**src/rtl/vga_pattern_gen.sv**
```systemverilog
// Two-stage VGA test-pattern generator: colour bars, checkerboard, gradient, moving bar.
// Optional 1-pixel white border when VGA_PAT_BORDER_EN is defined.
module vga_pattern_gen #(
  parameter int unsigned HVID        = 640,
  parameter int unsigned VVID        = 480,
  parameter int unsigned BAR_W       = 80,
  parameter int unsigned CHECK_LOG2  = 5,
  parameter int unsigned SCROLL_STEP = 2
) (
  input  logic       clk_25,
  input  logic       reset,
  input  logic       hsync_in,
  input  logic       vsync_in,
  input  logic       video_on_in,
  input  logic [9:0] pixel_x_in,
  input  logic [1:0] mode,
  output logic       hsync,
  output logic       vsync,
  output logic [3:0] red,
  output logic [3:0] green,
  output logic [3:0] blue,
  output logic [7:0] frame_cnt
);

  // Stage 1: registered copies of the timing inputs
  logic       hsync_s1_q, vsync_s1_q, video_on_s1_q;
  logic [9:0] pixel_x_s1_q;

  // Frame/line state
  logic [9:0] line_y_q, line_y_d;
  logic [7:0] frame_cnt_q, frame_cnt_d;
  logic [1:0] active_mode_q, active_mode_d;
  logic [9:0] bar_pos_q, bar_pos_d;

  // Stage 2: outputs
  logic        hsync_s2_q, vsync_s2_q;
  logic [11:0] rgb_q, rgb_d;

  logic        vs_rise, von_fall;
  logic [10:0] bar_sum;

  assign vs_rise  = vsync_in & ~vsync_s1_q;
  assign von_fall = video_on_s1_q & ~video_on_in;

  always_comb begin
    line_y_d      = line_y_q;
    frame_cnt_d   = frame_cnt_q;
    active_mode_d = active_mode_q;
    bar_pos_d     = bar_pos_q;
    bar_sum       = {1'b0, bar_pos_q} + 11'(SCROLL_STEP);
    if (vs_rise) begin
      line_y_d      = '0;
      frame_cnt_d   = frame_cnt_q + 8'd1;
      active_mode_d = mode;
      bar_pos_d     = (bar_sum >= 11'(HVID)) ? 10'd0 : bar_sum[9:0];
    end else if (von_fall && (line_y_q != 10'(VVID - 1))) begin
      line_y_d = line_y_q + 10'd1;
    end
  end

  logic [9:0]  bar_quot;
  logic [2:0]  bar_idx;
  logic [10:0] x_ext, bar_lo, bar_hi;
  logic [11:0] pat;

  always_comb begin
    bar_quot = pixel_x_s1_q / 10'(BAR_W);
    bar_idx  = (bar_quot > 10'd7) ? 3'd7 : bar_quot[2:0];
    x_ext    = {1'b0, pixel_x_s1_q};
    bar_lo   = {1'b0, bar_pos_q};
    // 11-bit compare so a bar near the right edge is clipped rather than wrapped
    bar_hi   = bar_lo + 11'(BAR_W);
    pat      = 12'h000;
    unique case (active_mode_q)
      2'd0: begin
        case (bar_idx)
          3'd0: pat = 12'hFFF;
          3'd1: pat = 12'hFF0;
          3'd2: pat = 12'h0FF;
          3'd3: pat = 12'h0F0;
          3'd4: pat = 12'hF0F;
          3'd5: pat = 12'hF00;
          3'd6: pat = 12'h00F;
          3'd7: pat = 12'h000;
        endcase
      end
      2'd1: pat = (pixel_x_s1_q[CHECK_LOG2] ^ line_y_q[CHECK_LOG2]) ? 12'h000 : 12'hFFF;
      2'd2: pat = {pixel_x_s1_q[9:6], line_y_q[8:5], frame_cnt_q[7:4]};
      2'd3: pat = ((x_ext >= bar_lo) && (x_ext < bar_hi)) ? 12'hFFF : 12'h000;
      default: pat = 12'h000;
    endcase
`ifdef VGA_PAT_BORDER_EN
    if ((pixel_x_s1_q == 10'd0) || (pixel_x_s1_q == 10'(HVID - 1)) ||
        (line_y_q == 10'd0) || (line_y_q == 10'(VVID - 1))) begin
      pat = 12'hFFF;
    end
`endif
    rgb_d = video_on_s1_q ? pat : 12'h000;
  end

  always_ff @(posedge clk_25) begin
    if (reset) begin
      hsync_s1_q    <= 1'b0;
      vsync_s1_q    <= 1'b0;
      video_on_s1_q <= 1'b0;
      pixel_x_s1_q  <= '0;
      line_y_q      <= '0;
      frame_cnt_q   <= '0;
      active_mode_q <= '0;
      bar_pos_q     <= '0;
      hsync_s2_q    <= 1'b0;
      vsync_s2_q    <= 1'b0;
      rgb_q         <= '0;
    end else begin
      hsync_s1_q    <= hsync_in;
      vsync_s1_q    <= vsync_in;
      video_on_s1_q <= video_on_in;
      pixel_x_s1_q  <= pixel_x_in;
      line_y_q      <= line_y_d;
      frame_cnt_q   <= frame_cnt_d;
      active_mode_q <= active_mode_d;
      bar_pos_q     <= bar_pos_d;
      hsync_s2_q    <= hsync_s1_q;
      vsync_s2_q    <= vsync_s1_q;
      rgb_q         <= rgb_d;
    end
  end

  assign hsync     = hsync_s2_q;
  assign vsync     = vsync_s2_q;
  assign red       = rgb_q[11:8];
  assign green     = rgb_q[7:4];
  assign blue      = rgb_q[3:0];
  assign frame_cnt = frame_cnt_q;

endmodule

```
**config.mk**
```make
export PLATFORM = sky130hd
export DESIGN_NAME = vga_pattern_gen
export DESIGN_NICKNAME = d
export VERILOG_FILES = /design/src/rtl/vga_pattern_gen.sv
export SDC_FILE = /design/constraint.sdc
export NUM_CORES = 1
export LEC_CHECK = 0
export CORE_UTILIZATION = 45
export DETAILED_ROUTE_END_ITERATION = 16
export PLACE_DENSITY = 0.67
export SLEW_MARGIN = 20
export SYNTH_ARGS = -nofsm -noshare
export SYNTH_HDL_FRONTEND = slang
export SYNTH_SLANG_ARGS = --single-unit
export TNS_END_PERCENT = 10
```
**constraint.sdc**
```tcl
create_clock -name clk_25 -period 2.6 [get_ports clk_25]
set_input_delay 0.39 -clock clk_25 [delete_from_list [all_inputs] [get_ports clk_25]]
set_output_delay 0.39 -clock clk_25 [all_outputs]
set_load 0.1 [all_outputs]
```
# After elaboration in Yosys (flattened, before gate mapping)
# Memories as Yosys holds them, arrays and structs flattened.
# Cells that the tools add are included.
# W data, S select, Z words.
# op_classes
n_lt_le_gt_ge	4
reduce_logical	5
bitwise_logic	6
n_addsub	4
div_mod_pow	1
muxes	5
eq_ne	4
# ops
operator	n
$pmux W12 S4	1
$mux W12	2
$add A10 B2 Y11 const B	1
$add A10 B7 Y11 const B	1
$ge A11 B10 Y1 const B	1
$lt A10 B11 Y1	1
$add A10 B1 Y10 const B	1
$div A10 B7 Y10 const B	1
$ge A10 B10 Y1	1
$gt A10 B3 Y1 const B	1
$mux W10	1
$ne A10 B9 Y1 const B	1
$add A8 B1 Y8 const B	1
$eq A2 B2 Y1 const B	2
$reduce_or A2 Y1	2
$mux W3	1
$not A1 Y1	3
$and A1 B1 Y1	2
$eq A2 B1 Y1 const B	1
$logic_and A1 B1 Y1	2
$logic_not A2 Y1	1
$xor A1 B1 Y1	1
# totals
ff_bits	57
mem_count	1
elab_cells	41
mem_bits_ro	96
output_inout_bits	22
input_bits	17
# memory_table
memory	depth	word_bits	read_ports	rd_clocked_by_memory_dff	write_ports	line	source
(name not given)	8	12	1	0	0	76	case (bar_idx)

# Longest topological paths before layout
# Gate-level depths: netlist of the first run.
# depth
depth_word	5
mapped_depth	11
mapped_depth_nobuf	9

# Least setup slack after synthesis of the first run
# OpenSTA, ideal clock, no wires.
# synth_path
path_type	register to register
start	register bar_pos_q[7]
end	register rgb_q[8]
setup_ns	0.132
n_path_buf	2
stages_incl_launch_ff	12
path_slack_ns	0.417
required_ns	2.468
arrival_ns	2.051
synth_period_minus_slack_ns	2.183
path_cell_list	dfxtp_1 -> buf_2 -> clkinv_1 -> nor3_1 -> xnor2_1 -> ha_1 -> o21ai_0 -> nor2_1 -> o221ai_1 -> a31oi_1 -> buf_2 -> a31oi_1
# synth_between
elab_chain_cells	5
word_cells_on_any_way	6
classes_between	add/sub: 1; order compare: 2; mux: 2; reduce/logical: 1
# synth_lines
item	line	source
start: declaration	33	logic [9:0] bar_pos_q, bar_pos_d;
start signal: assignment	122	bar_pos_q <= bar_pos_d;
$add A10 B7 Y11	72	bar_hi = bar_lo + 11'(BAR_W);
$lt A10 B11 Y1	89	2'd3: pat = ((x_ext >= bar_lo) && (x_ext < bar_hi)) ? 12'hFFF : 12'h000;
$logic_and A1 B1 Y1 *	89	
$mux W12 *	89	
$pmux W12 S4 *	74	unique case (active_mode_q)
end signal: assignment	125	rgb_q <= rgb_d;
end: declaration	37	logic [11:0] rgb_q, rgb_d;
# Mark *: on every way between the ends. The rest lies on a longest branch, timed or not.
# A chain may end at the register's enable or synchronous reset.

# Final worst setup path of the first run
# layout_path
start	register bar_pos_q[4]
end	register rgb_q[10]
# The elaborated chain is that of the path after synthesis.

==> results of run 1 <==
-- synthesized netlist by cell type, types with 7 or more instances --
master    n  area share (%)
dfxtp_1  55              39
nand2_1  36             4.8
nor2_1   23             3.1
ha_1     19             8.5
a21oi_1  16             2.9
nor2b_1  16             3.6
xor2_1   14             4.4
a31oi_1  13             2.9
inv_1    12             1.6
nand4_1  12             2.7
xnor2_1  12             3.8
buf_2     8             1.4
o21ai_0   7             1.3
-- power breakdown --
| part | switching [mW] | internal (mW) |
|---|---|---|
| Clock | 0.286 | 0.188 |
| Combinational | 0.190 | 0.0957 |
| Sequential | 0.0206 | 0.869 |
| Total | 0.496 | 1.15 |
-- cell families after synthesis --
kind of cell             after synthesis
flip-flops                            55
AO/OA/AOI/OAI                         64
multiplexers                           2
XOR/XNOR                              26
buffers and inverters                 30
AND/OR/NAND/NOR                      115
adder cells (fa/ha/maj)               19
-- sequential cells by signal, summed over array words and instances, names as in the netlist --
register,count
vsync,1
hsync_s1_q,1
pixel_x_s1_q,9
active_mode_q,2
rgb_q,12
frame_cnt,8
bar_pos_q,9
vsync_s1_q,1
hsync,1
video_on_s1_q,1
line_y_q,10
-- stage by stage --
stage	cells	power (mW)
6_report	425	1.65
5_1_grt	425	1.72
4_1_cts	425	1.66
3_5_place_dp	417	1.19
3_3_place_gp	417	1.19
2_1_floorplan	311	1.11
-- placed cells by master, fill, tap and decap left out, drive strengths merged, types with 2 or more instances in the layout --
master and count:
mux2i 2, ha 19, clkinv 2, clkbuf 5
a31oi 14, nor2b 16, clkdlybuf4s50 15, nor4 2
or3 2, nand2b 3, nand2 36, and3 6
nand3 3, o21ai 10, and4 2, a22oi 2
o211ai 3, xnor2 12, a21oi 16, buf 32
nor3 4, o221ai 2, clkinvlp 2, xor2 14
inv 13, nor4b 2, dfxtp 55, o22ai 2
nand4 13, o2111ai 2, nor2 23
-- routing by layer --
| layer | vias to the layer above | routed length (um) | track usage, % |
|---|---|---|---|
| met2 | 43 | 2640 | 31.6 |
| met1 | 1060 | 2960 | 25.8 |
| met3 | 6 | 204 | 3.86 |
| li1 | 1178 | - | - |
| met5 | - | 0 | 0 |
| met4 | 0 | 74 | 5.71 |
-- critical path, cell delays in order (launching register included) --
cell and delay, ns:
dfxtp_1 0.44, ha_1 0.27, o21ai_0 0.13, xnor2_1 0.17
ha_1 0.23, nor4_1 0.27, o21ai_1 0.11, o221ai_1 0.30
a31oi_4 0.21, a31oi_1 0.20
-- how the worst max path moves through the flow --
stage	from	end	slack, ns
2_1_floorplan	bar_pos_q[7]$_SDFFE_PP0P_	rgb_q[8]$_SDFF_PP0_	0.42
3_3_place_gp	bar_pos_q[4]$_SDFFE_PP0P_	rgb_q[8]$_SDFF_PP0_	0.06
3_5_place_dp	bar_pos_q[4]$_SDFFE_PP0P_	rgb_q[5]$_SDFF_PP0_	-0.03
4_1_cts	bar_pos_q[4]$_SDFFE_PP0P_	rgb_q[5]$_SDFF_PP0_	0.18
5_1_grt	bar_pos_q[4]$_SDFFE_PP0P_	rgb_q[10]$_SDFF_PP0_	0.007
6_report	bar_pos_q[4]$_SDFFE_PP0P_	rgb_q[10]$_SDFF_PP0_	0.21
-- what timing repair did --
action | in CTS | in global routing
pin swaps | 0 | 0
hold buffers | 0 | 0
endpoints found under the setup margin | 11 | 12
resized for setup | 1 | 1
-- cell type report --
type                       instances  area (sq um)  area share, %
timing repair buffer              47           390           11.8
clock buffer                       5          68.8           2.08
tap                               75          93.8           2.84
sequential                        55          1100           33.3
multi-input combinational        226          1580           47.7
clock inverter                     3          20.0          0.606
inverter                          14          52.6           1.59
==> qor.csv, run 1 <==
metric,value,unit
Netlist Area Pre-Place,0.00279,sq mm
Leak,1.28,nW
Hold Path Depth,1,
r2r startpoint,bar_pos_q[4]$_SDFFE_PP0P_,
compound-cell area share of the yosys netlist,17.4,%
Critical Path End Type,flip-flop,
XOR/XNOR Fraction of Synth Area,8.17,%
layout cells sized above 1,14.3,%
design area,0.00330,sq mm
WP data arrival,2.62,ns
multiplexer area fraction after synthesis,0.718,%
vias in the first global route,2153,
Initial Utilization,46.8,%
Post-synth EDFFs,0,
min-delay src,hsync_s1_q$_SDFF_PP0_,
main combinational cell family by area after synthesis,simple AND/OR/NAND/NOR gates,
routed vias/inst,5.38,
final worst path period need,2.39,ns
first-pass GRT wire length,9890,um
grt ovf,0,
Post-Synth Adder-Cell Area,8.52,%
"Clk pin slew, worst setup/hold paths",0.10,ns
vias after detailed routing,2287,
Critical R2R Capture,rgb_q[10]$_SDFF_PP0_,
WS Path Type,reg -> reg,
number of buffers created by CTS,5,
n_diodes,0,
RD Place Congestion,0.790,
Worst Slack Setup Final,0.205,ns
DRC viols,0,
Worst Hold End,hsync$_SDFF_PP0_,
Final Hold Viols,0,
power per cell area,499,mW/mm^2
DRT iter0 DRCs,87,
initial antenna violation count,0,
type of element launching the critical path,flip-flop,
WHS,0.454,ns
Die X,80.7,um
RSZ-0062 raised after global routing,no,
dpl cell area,0.00320,sq mm
Skew-Pair Late Insertion Delay,0.30,ns
die height,80.7,um
drt pass-1 iters,4,
Synthesized Nets,347,
Fill cells,563,
largest net degree at the start of global routing,28,
CP max FO,12,
area of the core,0.00596,sq mm
Slew headroom,51.9,%
CTS root buf,clkbuf_8,
Critical Path RT,2.83,ns
number of max-cap violations,0,
IO Pins,39,
die area,0.00652,sq mm
Post-Synth Simple-Gate Area,21.2,%
sequential-to-total area share from yosys stat,39.5,%
# rows,28,
async set or reset register ratio after synthesis,0,%
average size of a mapped cell,8.97,sq um
Mapped Cells,311,
H-Tree Level Count,2,
Routed WL,5880,um
postcts setup bufs,0,
post-DP HPWL,4290,um
total clock sinks,55,
Layout area overhead,18.4,%
fin. max-slew vios,0,
"Core Util, Final",55.5,%
Main synth FF type,dfxtp_1,
Slew @ Worst Pin,0.721,ns
Detail Route Antenna Nets,0,
FF-to-FF path depth,9,
f_max,0.418,GHz
hold crit path type,reg -> reg,
Worst VDD drop,452,uV
CTS tree,yes,
Max clock buf depth,2,
YS warnings,0,
dpl ws,-0.0325,ns
final period utilization,92.1,%
outcome,"complete, no violations",
gr usage total,19.4,%
R2R Setup Slk,0.21,ns
final setup fails,0,
setup TNS,0,ns
routed len/inst,13.8,um
Synth cell types,54,
I/O Buffers,37,
Final nets,385,
Setup Skew,0.00961,ns
Synth Register Bits,55,
Note: power is estimated with default switching activity, not from simulation.
==> run 2, diff against run 1 <==
ABC_CLOCK_PERIOD_IN_PS = 2600   (was default)
SKIP_LAST_GASP = 1   (was default)
==> results of run 2 <==
No change in the layout: final DEF, timing and power equal those of run 1.
==> run 3, diff against run 2 <==
PLACE_DENSITY = 0.65   (was 0.67)
==> qor.csv, run 3 (synthesis gave the netlist of run 1 again) <==
metric,value,unit,change
outcome,"complete, no violations",,unchanged
logic gate share of total power,16.8,%,was 17.3%
layout cells sized above 1,14.5,%,was 14.3%
most frequent cells in the layout,"55 x dfxtp_1, 36 x nand2_1, 33 x buf_4, 23 x nor2_1, 19 x ha_1",,"was 55 x dfxtp_1, 36 x nand2_1, 32 x buf_4, 23 x nor2_1, 19 x ha_1"
CTS tree,yes,,unchanged
Layout area overhead,18.7,%,was 18.4%
switching power of the nets,0.506,mW,was 0.496 mW
die area,0.00652,sq mm,unchanged
power per cell area,504,mW/mm^2,was 499 mW/mm^2
hold crit path type,reg -> reg,,unchanged
Slew @ Worst Pin,0.667,ns,was 0.721 ns
# rows,28,,unchanged
number of max-cap violations,0,,unchanged
DRT iter0 DRCs,59,,was 87
R2R Setup Slk,0.27,ns,was 0.21 ns
I/O Buffers,37,,unchanged
postcts setup bufs,0,,unchanged
number of buffers created by CTS,5,,unchanged
Hold Path Depth,1,,unchanged
IO Pins,39,,unchanged
Largest regs,"rgb_q: 12 flops, line_y_q: 10 flops",,unchanged
final setup fails,0,,unchanged
RD Place Congestion,0.863,,was 0.790
total clock sinks,55,,unchanged
power share of the clock group,29.9,%,was 28.8%
Initial Utilization,46.8,%,unchanged
Worst VDD drop,294,uV,was 452 uV
Resize count post-CTS,0,,was 1
f_max,0.429,GHz,was 0.418 GHz
drt pass-1 iters,4,,unchanged
min-delay src,hsync_s1_q$_SDFF_PP0_,,unchanged
CTS root buf,clkbuf_8,,unchanged
Die X,80.7,um,unchanged
n_diodes,0,,unchanged
Detail Route Antenna Nets,0,,unchanged
Pint,1.16,mW,was 1.15 mW
"Clk pin slew, worst setup/hold paths",0.11,ns,was 0.10 ns
final worst path period need,2.33,ns,was 2.39 ns
vias after detailed routing,2291,,was 2287
CP max FO,12,,unchanged
Final Hold Viols,0,,unchanged
Routed WL,5660,um,was 5880 um
Biggest register,rgb_q,,unchanged
die height,80.7,um,unchanged
r2r startpoint,bar_pos_q[5]$_SDFFE_PP0P_,,was bar_pos_q[4]$_SDFFE_PP0P_
H-Tree Level Count,2,,unchanged
routed vias/inst,5.38,,about the same
Critical Path End Type,flip-flop,,unchanged
Non-Filler Instances,426,,was 425
Final nets,386,,was 385
dpl cells,418,,was 417
RSZ-0062 raised after global routing,no,,unchanged
net switching share of the total power,30.3,%,was 30.1%
Leak,1.29,nW,was 1.28 nW
area of the core,0.00596,sq mm,unchanged
gr usage total,18.9,%,was 19.4%
Skew-Pair Late Insertion Delay,0.31,ns,was 0.30 ns
initial antenna violation count,0,,unchanged
WP data arrival,2.51,ns,was 2.62 ns
vias in the first global route,2106,,was 2153
first-pass GRT wire length,9560,um,was 9890 um
DRC viols,0,,unchanged
max reg flops,12,,unchanged
largest net degree at the start of global routing,28,,unchanged
type of element launching the critical path,flip-flop,,unchanged
total power,1.67,mW,was 1.65 mW
Critical Path RT,2.78,ns,was 2.83 ns
"most common cell after layout, fill and taps aside",dfxtp_1,,unchanged
post-DP HPWL,4230,um,was 4290 um
setup TNS,0,ns,unchanged
hold_buf cts,0,,unchanged
FF-to-FF path depth,9,,unchanged
Critical R2R Capture,rgb_q[3]$_SDFF_PP0_,,was rgb_q[10]$_SDFF_PP0_
Worst Hold End,hsync$_SDFF_PP0_,,unchanged
final period utilization,89.6,%,was 92.1%
Setup Skew,0.00695,ns,was 0.00961 ns
Slew headroom,55.5,%,was 51.9%
grt ovf,0,,unchanged
register share of total power,53.3,%,was 53.9%
Fill cells,579,,was 563
WS Path Type,reg -> reg,,unchanged
routed len/inst,13.3,um,was 13.8 um
Max clock buf depth,2,,unchanged
fin. max-slew vios,0,,unchanged
-- run 3: cell count changes in the layout (fill, tap and decap cells not counted), sizes merged --
cell      delta
buf          +1
clkinvlp     -1
inv          +1
-- run 3: critical path: stages (launching register included) --
cell and delay, ns:
dfxtp_1 0.35, ha_1 0.24, o21ai_0 0.21, xnor2_1 0.14, ha_1 0.22, o21ai_0 0.13
nor2_1 0.10, o221ai_1 0.14, a31oi_2 0.51, a31oi_1 0.16
-- run 3: through the flow --
stage / utilization (%) / setup slack (ns) / area, sq um / hold slack [ns]
2_1_floorplan: - / 0.417 / 2790 / 0.414
3_3_place_gp: 53.8 / 0.112 / 3210 / 0.418
3_5_place_dp: 53.8 / 0.0415 / 3210 / 0.438
4_1_cts: 55.5 / 0.0240 / 3300 / 0.464
5_1_grt: 55.6 / 0.0574 / 3310 / 0.475
6_report: 55.6 / 0.271 / 3310 / 0.459
-- run 3: final cells by class --
type | count | area, sq um | share of cell area, %
clock buffer | 5 | 68.8 | 2.08
timing repair buffer | 48 | 398 | 12.0
multi-input combinational | 226 | 1570 | 47.4
inverter | 14 | 52.6 | 1.59
sequential | 55 | 1100 | 33.3
clock inverter | 3 | 27.5 | 0.832
tap | 75 | 93.8 | 2.84
-- run 3: routing by layer --
metal | share of wire [%] | track usage (%)
met1 | 48 | 24.4
met2 | 47 | 31.7
met3 | 3.2 | 3.86
met4 | 1.5 | 5.54
met5 | 0 | 0
-- run 3: power groups by stage --
stage | Clock, mW | Sequential [mW] | Combinational, mW
4_1_cts | 0.513 | 0.890 | 0.281
3_3_place_gp | 0 | 0.909 | 0.276
2_1_floorplan | 0 | 0.989 | 0.124
5_1_grt | 0.537 | 0.893 | 0.306
3_5_place_dp | 0 | 0.909 | 0.280
6_report | 0.499 | 0.889 | 0.280
-- run 3: worst max path at each step --
| stage | from | to | slack (ns) | depth (start not counted) |
|---|---|---|---|---|
| after floorplan | bar_pos_q[7]$_SDFFE_PP0P_ | rgb_q[8]$_SDFF_PP0_ | 0.42 | 11 |
| after global placement | bar_pos_q[5]$_SDFFE_PP0P_ | rgb_q[8]$_SDFF_PP0_ | 0.11 | 8 |
| after detailed placement | bar_pos_q[5]$_SDFFE_PP0P_ | rgb_q[3]$_SDFF_PP0_ | 0.04 | 9 |
| after CTS | bar_pos_q[5]$_SDFFE_PP0P_ | rgb_q[3]$_SDFF_PP0_ | 0.02 | 9 |
| after global routing | bar_pos_q[5]$_SDFFE_PP0P_ | rgb_q[3]$_SDFF_PP0_ | 0.06 | 9 |
| final | bar_pos_q[5]$_SDFFE_PP0P_ | rgb_q[3]$_SDFF_PP0_ | 0.27 | 9 |
